**src/rtl/md_pkg.sv**
```systemverilog
// -----------------------------------------------------------------------------
// md_pkg
// Shared definitions for the multiply/divide request arbiter:
//   - MD opcode constants (0..9 legal, 10..15 illegal)
//   - opcode classification helpers (start / read / legal)
//   - arbiter FSM state encoding
// -----------------------------------------------------------------------------
package md_pkg;

  localparam logic [3:0] OP_NONE  = 4'd0;
  localparam logic [3:0] OP_MULT  = 4'd1;
  localparam logic [3:0] OP_MULTU = 4'd2;
  localparam logic [3:0] OP_DIV   = 4'd3;
  localparam logic [3:0] OP_DIVU  = 4'd4;
  localparam logic [3:0] OP_MFHI  = 4'd5;
  localparam logic [3:0] OP_MFLO  = 4'd6;
  localparam logic [3:0] OP_MTHI  = 4'd7;
  localparam logic [3:0] OP_MTLO  = 4'd8;
  localparam logic [3:0] OP_BDS   = 4'd9;

  typedef enum logic [1:0] {
    ST_IDLE  = 2'd0,
    ST_ISSUE = 2'd1,
    ST_WAIT  = 2'd2
  } md_state_e;

  // Ops that start a multi-cycle MD operation and therefore need WAIT.
  function automatic logic is_start(input logic [3:0] op);
    return ((op >= OP_MULT) && (op <= OP_DIVU)) || (op == OP_BDS);
  endfunction

  // Ops whose result is read back from the MD unit during ISSUE.
  function automatic logic is_read(input logic [3:0] op);
    return (op == OP_MFHI) || (op == OP_MFLO);
  endfunction

  // Opcodes the MD unit understands; anything above BDS is illegal.
  function automatic logic is_legal(input logic [3:0] op);
    return (op <= OP_BDS);
  endfunction

endpackage

```
**src/rtl/md_arbiter_rr_arb2.sv**
```systemverilog
// -----------------------------------------------------------------------------
// rr_arb2
// Two-way round-robin grant.
//   valid[1:0]  : per-requester request pending
//   last_grant  : index of the requester granted most recently
//   grant[1:0]  : one-hot grant (all zero when nothing is valid)
// On a tie the requester that was NOT granted last wins.
// -----------------------------------------------------------------------------
module rr_arb2 (
  input  logic [1:0] valid,
  input  logic       last_grant,
  output logic [1:0] grant
);

  // Grant selection: single requester wins outright, ties alternate
  always_comb begin
    grant = 2'b00;
    case (valid)
      2'b01:   grant = 2'b01;
      2'b10:   grant = 2'b10;
      2'b11: begin
        if (last_grant) begin
          grant = 2'b01;
        end else begin
          grant = 2'b10;
        end
      end
      default: grant = 2'b00;
    endcase
  end

endmodule

```
**src/rtl/md_arbiter.sv**
```systemverilog
// -----------------------------------------------------------------------------
// md_arbiter
// Shares one multiply/divide unit between two requesters.
//   clk, reset                      : clock, synchronous active-high reset
//   reqN_valid/op/rs/rt, reqN_ready : request handshake (ready is combinational)
//   respN_valid, respN_data         : one-cycle completion pulse, held read data
//   md_op/md_rs/md_rt               : registered command to the MD unit
//   md_busy, md_out                 : MD unit status and combinational read data
// One request is captured at a time; it is presented to the MD unit for a
// single ISSUE cycle, then long ops wait for md_busy to drop.
// -----------------------------------------------------------------------------
module md_arbiter
  import md_pkg::*;
(
  input  logic        clk,
  input  logic        reset,
  input  logic        req0_valid,
  input  logic [3:0]  req0_op,
  input  logic [31:0] req0_rs,
  input  logic [31:0] req0_rt,
  output logic        req0_ready,
  output logic        resp0_valid,
  output logic [31:0] resp0_data,
  input  logic        req1_valid,
  input  logic [3:0]  req1_op,
  input  logic [31:0] req1_rs,
  input  logic [31:0] req1_rt,
  output logic        req1_ready,
  output logic        resp1_valid,
  output logic [31:0] resp1_data,
  output logic [3:0]  md_op,
  output logic [31:0] md_rs,
  output logic [31:0] md_rt,
  input  logic        md_busy,
  input  logic [31:0] md_out
);

  md_state_e   state_r, state_s;
  logic [3:0]  op_r;
  logic [31:0] rs_r, rt_r;
  logic        owner_r;
  logic        last_grant_r;

  logic [1:0]  valid_s, grant_s, ready_s;
  logic        can_grant_s, accept_s, done_s;
  logic        sel_s;
  logic [3:0]  sel_op_s;
  logic [31:0] sel_rs_s, sel_rt_s, resp_data_s;

  logic [3:0]  md_op_r;
  logic [31:0] md_rs_r, md_rt_r;
  logic [1:0]  resp_valid_r;
  logic [31:0] resp0_data_r, resp1_data_r;

  assign valid_s = {req1_valid, req0_valid};

  rr_arb2 u_rr_arb2 (
    .valid      (valid_s),
    .last_grant (last_grant_r),
    .grant      (grant_s)
  );

  // Grants are only offered while idle with the MD unit quiet, never in reset
  always_comb begin
    can_grant_s = 1'b0;
    if ((state_r == ST_IDLE) && !md_busy && !reset) begin
      can_grant_s = 1'b1;
    end else begin
      can_grant_s = 1'b0;
    end
  end

  assign ready_s    = grant_s & {2{can_grant_s}};
  assign accept_s   = |(ready_s & valid_s);
  assign req0_ready = ready_s[0];
  assign req1_ready = ready_s[1];

  // Payload of the granted requester
  always_comb begin
    sel_s    = grant_s[1];
    sel_op_s = req0_op;
    sel_rs_s = req0_rs;
    sel_rt_s = req0_rt;
    if (grant_s[1]) begin
      sel_op_s = req1_op;
      sel_rs_s = req1_rs;
      sel_rt_s = req1_rt;
    end else begin
      sel_op_s = req0_op;
      sel_rs_s = req0_rs;
      sel_rt_s = req0_rt;
    end
  end

  // Completion: short ops finish in ISSUE, long ops when busy drops in WAIT
  always_comb begin
    done_s = 1'b0;
    case (state_r)
      ST_ISSUE: done_s = !is_start(op_r);
      ST_WAIT:  done_s = !md_busy;
      default:  done_s = 1'b0;
    endcase
  end

  // Response data: only mfhi/mflo return MD read data, sampled in ISSUE
  always_comb begin
    resp_data_s = 32'd0;
    if ((state_r == ST_ISSUE) && is_read(op_r)) begin
      resp_data_s = md_out;
    end else begin
      resp_data_s = 32'd0;
    end
  end

  // Next-state logic
  always_comb begin
    state_s = state_r;
    case (state_r)
      ST_IDLE: begin
        if (accept_s) begin
          state_s = ST_ISSUE;
        end else begin
          state_s = ST_IDLE;
        end
      end
      ST_ISSUE: begin
        if (is_start(op_r)) begin
          state_s = ST_WAIT;
        end else begin
          state_s = ST_IDLE;
        end
      end
      ST_WAIT: begin
        if (md_busy) begin
          state_s = ST_WAIT;
        end else begin
          state_s = ST_IDLE;
        end
      end
      default: state_s = ST_IDLE;
    endcase
  end

  // State register and capture of the accepted request
  always_ff @(posedge clk) begin
    if (reset) begin
      state_r      <= ST_IDLE;
      op_r         <= 4'd0;
      rs_r         <= 32'd0;
      rt_r         <= 32'd0;
      owner_r      <= 1'b0;
      last_grant_r <= 1'b1;
    end else begin
      state_r <= state_s;
      if (accept_s) begin
        op_r         <= sel_op_s;
        rs_r         <= sel_rs_s;
        rt_r         <= sel_rt_s;
        owner_r      <= sel_s;
        last_grant_r <= sel_s;
      end
    end
  end

  // MD command registers: loaded on accept so they are live exactly in ISSUE;
  // illegal opcodes are presented as OP_NONE so the MD unit ignores them
  always_ff @(posedge clk) begin
    if (reset) begin
      md_op_r <= OP_NONE;
      md_rs_r <= 32'd0;
      md_rt_r <= 32'd0;
    end else if (accept_s) begin
      md_op_r <= is_legal(sel_op_s) ? sel_op_s : OP_NONE;
      md_rs_r <= sel_rs_s;
      md_rt_r <= sel_rt_s;
    end else begin
      md_op_r <= OP_NONE;
      md_rs_r <= 32'd0;
      md_rt_r <= 32'd0;
    end
  end

  // Response pulse to the owner one cycle after completion; data held until
  // that requester's next response
  always_ff @(posedge clk) begin
    if (reset) begin
      resp_valid_r <= 2'b00;
      resp0_data_r <= 32'd0;
      resp1_data_r <= 32'd0;
    end else begin
      resp_valid_r <= {done_s & owner_r, done_s & !owner_r};
      if (done_s && owner_r) begin
        resp1_data_r <= resp_data_s;
      end
      if (done_s && !owner_r) begin
        resp0_data_r <= resp_data_s;
      end
    end
  end

  assign md_op       = md_op_r;
  assign md_rs       = md_rs_r;
  assign md_rt       = md_rt_r;
  assign resp0_valid = resp_valid_r[0];
  assign resp1_valid = resp_valid_r[1];
  assign resp0_data  = resp0_data_r;
  assign resp1_data  = resp1_data_r;

endmodule

```
**config.mk**
```make
export PLATFORM = sky130hd
export DESIGN_NAME = md_arbiter
export DESIGN_NICKNAME = d
export VERILOG_FILES = /design/src/rtl/md_pkg.sv /design/src/rtl/md_arbiter_rr_arb2.sv /design/src/rtl/md_arbiter.sv
export SDC_FILE = /design/constraint.sdc
export NUM_CORES = 1
export LEC_CHECK = 0
export BUFFER_PORTS_ARGS = -buffer_cell sky130_fd_sc_hd__buf_2
export CAP_MARGIN = 30
export CORE_ASPECT_RATIO = 2
export CORE_UTILIZATION = 28
export DETAILED_ROUTE_END_ITERATION = 16
export PLACE_DENSITY_LB_ADDON = 0.3
export SYNTH_ARGS = -nofsm -noshare
export SYNTH_HDL_FRONTEND = slang
export SYNTH_SLANG_ARGS = --single-unit
```
**constraint.sdc**
```tcl
create_clock -name clk -period 1.8 [get_ports clk]
set_input_delay 0.36 -clock clk [delete_from_list [all_inputs] [get_ports clk]]
set_output_delay 0.36 -clock clk [all_outputs]
set_load 0.02 [all_outputs]
```
==> results of run 1 <==
==> logic make-up after synthesis <==
| family | count (synthesis) |
|---|---|
| mux | 68 |
| xor+xnor | 1 |
| flops | 142 |
| simple gates | 198 |
| fa+ha+maj | 4 |
| buf+inv | 44 |
| compound gates | 75 |
==> final timing paths <==
check / startpoint / to / cells past startpoint / slack (ns)
hold reg to reg: resp0_data[16] / resp0_data[16] / 2 / 0.47
setup reg to reg: op_r[1] / resp0_data[25] / 6 / 0.08
setup / recovery: state_r[1] / req1_ready / 6 / -0.19
hold / removal: req1_rt[0] / md_rt[0] / 3 / 0.17
==> sequential cells by signal, summed over array words and instances, names as in the netlist <==
signal and cells:
last_grant_r 1, md_op 4, md_rs 32, md_rt 32
op_r 4, owner_r 1, resp0_data 32, resp1_data 32
resp_valid_r 2, state_r 2
==> repair_timing <==
item / in CTS / in global routing
gates resized for setup: 12 / 8
buffers inserted: 3 / 5
endpoints found under the setup margin: 2 / 10
pin swaps: 3 / 5
endpoints found under the hold margin: 0 / 0
gates cloned: 0 / 2
==> metal layers <==
metal | track usage, % | share of wire [%]
met5 | 0 | 0.069
met3 | 5.52 | 7.3
met1 | 17.6 | 38
met4 | 9.53 | 3.6
met2 | 30.5 | 51
==> placed cells by master, fill, tap and decap left out, types with 3 or more instances in the layout <==
cell type	Yosys	final
buf_12	0	7
buf_2	8	306
buf_4	0	20
buf_6	3	3
clkbuf_16	0	19
clkinv_4	0	5
dfxtp_1	142	139
dfxtp_2	0	3
ha_1	4	3
inv_6	0	4
mux2i_1	67	67
nand2_1	40	39
nand2b_1	67	64
nor2_1	76	76
nor3_1	4	3
o22ai_1	64	64
==> critical path, cell delays in order (launching register included) <==
cell	delay (ns)
dfxtp_2	0.32
inv_2	0.07
ha_4	0.14
nand2b_4	0.05
or3_4	0.38
a21oi_4	0.12
buf_6	0.13
==> through the flow <==
| stage | cell area (um2) | TNS, ns | hold slack (ns) | setup slack [ns] |
|---|---|---|---|---|
| floorplan | 5300 | 0 | 0.444 | 0.00533 |
| global placement | 7140 | 0 | 0.456 | 0.0430 |
| detailed placement | 7140 | 0 | 0.458 | 0.0377 |
| CTS | 7790 | -0.276 | 0.147 | -0.229 |
| global route | 7930 | -0.399 | 0.154 | -0.263 |
| finish | 7930 | -0.251 | 0.170 | -0.187 |
==> cell type report <==
type                       instances  share of cell area [%]
sequential                       142                    35.9
multi-input combinational        346                    28.9
timing repair buffer             338                    24.0
clock buffer                      19                    5.59
tap                              216                    3.41
clock inverter                    13                    1.94
inverter                           4                   0.189
antenna                            2                  0.0631
==> where the power goes <==
group | leakage (nW) | internal (W) | total (W) | switching, W
Sequential | 1.15 | 0.00323 | 0.00326 | 0.0000316
Combinational | 2.20 | 0.000395 | 0.000846 | 0.000451
Clock | 0.285 | 0.00211 | 0.00354 | 0.00143
==> impl_metrics.ini, run 1 <==
[outcome]
status = finished with violations
violations = setup timing

[synthesis]
synth-compound-area-share_pct = 9.61
yosysWarnings = 0
yosysUniqueCellTypes = 32
synth_area_leaders = dfxtp_1 (54%), mux2i_1 (13%), nand2b_1 (7.9%), o22ai_1 (7.6%), nor2_1 (5.4%)
netlist_instances = 532
yosysTopAreaCellShare_pct = 53.8
synth_fa_ha_area_share_pct = 0.947
ys_ff_latch = 142
synthTopCellsByCount = dfxtp_1 (142), nor2_1 (76), mux2i_1 (67), nand2b_1 (67), o22ai_1 (64)
synth-xor-area-share_pct = 0.166
synth_ff_type = dfxtp_1
ys_seq_area_share_pct = 53.8
synth-edff-count = 0
yosysMostFrequentCell = dfxtp_1
yosysTopAreaCell = dfxtp_1
netlist_area_mm2 = 0.00529
synthArstFlopShare_pct = 0
synthSimpleGateAreaFrac_pct = 18.2
muxShareOfSynthArea_pct = 12.9
syn_area_per_cell_um2 = 9.94
synth_top_family_by_area = simple AND/OR/NAND/NOR gates
syn-num-nets = 709

[clock_network]
ctsHtreeMaxLevel = 4
cts_buffer_depth = 2
numCtsBuffers = 17
cts.sinks = 142
cts.clk_slew.worst_paths_ns = 0.06
clock-root-buffer = clkbuf_16
cts_hold_buf = 0
clkLatencyLatePin_ns = 0.42
cts_tree = yes

[drt]
drtIter0Drc = 131
vias = 4945
drt-total-wl_um = 17400
drcViolationCount = 0
avgViaCountPerCell = 4.58
avgRoutedWirePerCell_um = 16.1
first_pass_iters = 4
ant_nets = 0

[final_layout]
drive_gt1_share_pct = 45.4
multiInputGateArea_mm2 = 0.00229
nFillCells = 1875
regArea_mm2 = 0.00285
syn_to_final_growth_pct = 50.0
final_cells = 1080
post-route-util_pct = 43.1
nets = 1026

[grt]
grt_usage_pct = 17.2
grt_pass1_vias = 4851
antenna_found_initial = 3
grt_pass1_wl_um = 25000
gr-total-overflow = 0
grt_max_degree = 68

[sta]
finalClockSkew_ns = 0.00773
finalSetupViolCount = 2
period_share_pct = 110
fin_crit_ns = 1.99
tightest_slew_ns = 0.561
fmax_ghz = 0.503
hold_viol_final = 0
maxSlewHeadroom_pct = 62.6
rsz0062_at_grt = yes
setup_slack_ns = -0.187
drv_slew = 0

[placed_design]
gp_congestion = 0.848
dp_cells = 1037
hpwl_um = 12700
io_buffers = 308

[floorplanning]
die-area_mm2 = 0.0195
die_x_um = 99.2
die_h_um = 196
num_rows = 70
core-area_mm2 = 0.0184
ios = 309
initial_core_util_pct = 28.7

[critical_path]
worstSetupPathType = register to primary output
cp_max_fo = 2
worstSetupEndpointType = primary output
crit_required_ns = 1.44
cp-start-kind = register
cp.arrival_ns = 1.63

[pwr]
p_leak_nw = 3.64
power.density_mw_per_mm2 = 964
fin_total_pwr_w = 0.00765
peakVddDrop_mv = 0.495

[min_path]
hp-class = input pin to register

[flow_run]
max_cap_viol_count = 0
Power figures use the tool's default switching activity.
==> run 2, diff against run 1 <==
- CORE_ASPECT_RATIO: 2 -> not set
==> run 2 against run 1 <==
Net effect: the run still ends with setup timing left; non-clock buffer count is 11 lower; design area is 0.60% lower; core utilization increased by 0.17 points; critical path depth is the same; fmax up 0.27%; clock skew rose by 0.00093 ns; register-to-register slack about the same; largest power group unchanged; global-route usage fell by 0.39 points; sequential power hardly changed; worst hold slack better by 0.0011 ns; final cell count up 0.28%; setup slack improved by 0.0054 ns.
==> impl_metrics.ini, run 2 (synthesized netlist as in run 1, its figures left out) <==
[critical_path]
cp_max_fo = 2
crit_required_ns = 1.44
cpPeakStageDelay_ns = 0.38
reg2reg_from = op_r[1]
slowest_stage = or3_4
cp.arrival_ns = 1.62
worstRegToRegCells = 5
rr_endpoint = resp0_data[18]
worstSetupEndpointType = primary output
cp-start-kind = register
critPathLaunch = state_r[0]
r2r_slack_ns = 0.08
worstSetupPathType = register to primary output
path_cells = inv_2, ha_4, nand2b_4, or3_4, a21oi_4, buf_6

[drt]
ant_nets = 0
avgRoutedWirePerCell_um = 15.5
drtIter0Drc = 142
vias = 4851
avgViaCountPerCell = 4.48
first_pass_iters = 7
drt-total-wl_um = 16700
drcViolationCount = 0

[min_path]
whs_path_depth = 3
worstHoldStart = req1_rs[12]
hp-class = input pin to register
holdPathEnd = md_rs[12]

[floorplanning]
core-area_mm2 = 0.0182
die-area_mm2 = 0.0194
die_h_um = 139
initial_core_util_pct = 29.0
die_x_um = 139
ios = 309
num_rows = 49

[final_layout]
layout_commonest_cell = buf_2
nFillCells = 1819
syn_to_final_growth_pct = 49.1
drive_gt1_share_pct = 44.5
multiInputGateArea_mm2 = 0.00228
nets = 1015
regArea_mm2 = 0.00285
post-route-util_pct = 43.3
layout_common_cells = buf_2 (306), dfxtp_1 (139), nor2_1 (76), mux2i_1 (67)

[sta]
fin_crit_ns = 1.98
rsz0062_at_grt = yes
setup_slack_ns = -0.182
final.setup.tns_ns = -0.203
hold_ws_ns = 0.171
tightest_slew_ns = 0.420
hold_viol_final = 0
maxSlewHeadroom_pct = 72.0
finalClockSkew_ns = 0.00866
drv_slew = 0
period_share_pct = 110
fmax_ghz = 0.505
finalSetupViolCount = 2

[clock_network]
cts.clk_slew.worst_paths_ns = 0.07
cts.sinks = 142
clock-root-buffer = clkbuf_16
cts_buffer_depth = 2
ctsHtreeMaxLevel = 4
numCtsBuffers = 17
clkLatencyLatePin_ns = 0.42
cts_tree = yes
cts_hold_buf = 0

[grt]
gr-total-overflow = 0
grt_max_degree = 68
antenna_found_initial = 3
grt_pass1_vias = 4904
grt_pass1_wl_um = 25500
grt_usage_pct = 16.8

[flow_run]
max_cap_viol_count = 0

[pwr]
fin_total_pwr_w = 0.00793
power.density_mw_per_mm2 = 1010
p_leak_nw = 3.61
peakVddDrop_mv = 0.605

[placed_design]
io_buffers = 308
gp_congestion = 0.777
hpwl_um = 11800

[outcome]
violations = setup timing
status = finished with violations
run 2: cell types whose count changed in the layout (fill, tap and decap cells not counted), moves of 2 or more:
cell / change
a211oi_1: +2
a211oi_2: -2
buf_4: -9
bufinv_16: +2
clkinv_4: -2
run 2: final cells by class:
class	count	share of cell area [%]
clock buffer	18	5.57
antenna	3	0.0952
tap	229	3.63
multi-input combinational	346	28.9
inverter	4	0.190
sequential	142	36.1
timing repair buffer	327	22.9
clock inverter	14	2.60
run 2: repair_timing:
item,4_1_cts,5_1_grt
pin swaps,1,3
setup buffers,3,0
cloned,0,1
gates resized for setup,11,7
endpoints found under the setup margin,2,9
run 2: metrics by stage:
| stage | cells | cell area (um2) | worst slack [ns] |
|---|---|---|---|
| floorplan | 532 | 5300 | 0.00533 |
| global placement | 1045 | 7130 | 0.0260 |
| detailed placement | 1045 | 7130 | 0.0274 |
| CTS | 1080 | 7820 | -0.243 |
| global route | 1082 | 7880 | -0.257 |
| finish | 1083 | 7880 | -0.182 |
run 2: worst max-delay path by stage:
| stage | end |
|---|---|
| 5_1_grt | req1_ready |
| 3_3_place_gp | req1_ready |
| 2_1_floorplan | req1_ready |
| 6_report | req1_ready |
| 4_1_cts | req1_ready |
| 3_5_place_dp | req1_ready |
run 2: routing by layer:
metal	vias up	part of all wire, %	global-route usage, %
met4	0	1.4	6.67
met1	2202	41	19.2
met5	-	0	0
met2	207	47	27.5
met3	13	9.9	7.30
li1	2429	-	-
run 2: report_power, final:
part	total [W]	switching (W)	internal (W)
registers	0.00326	0.0000302	0.00323
logic	0.000811	0.000433	0.000377
clock network	0.00386	0.00147	0.00239
total	0.00793	0.00193	0.00600
run 2: critical path: cells and delay by family, from the launching register on:
family                     cells  cell delay [ns]
DFF                            1             0.32
buffers and inverters          2             0.20
and+or+nand+nor                2             0.43
adders and majority gates      1             0.14
AOI/OAI and AO/OA              1             0.12
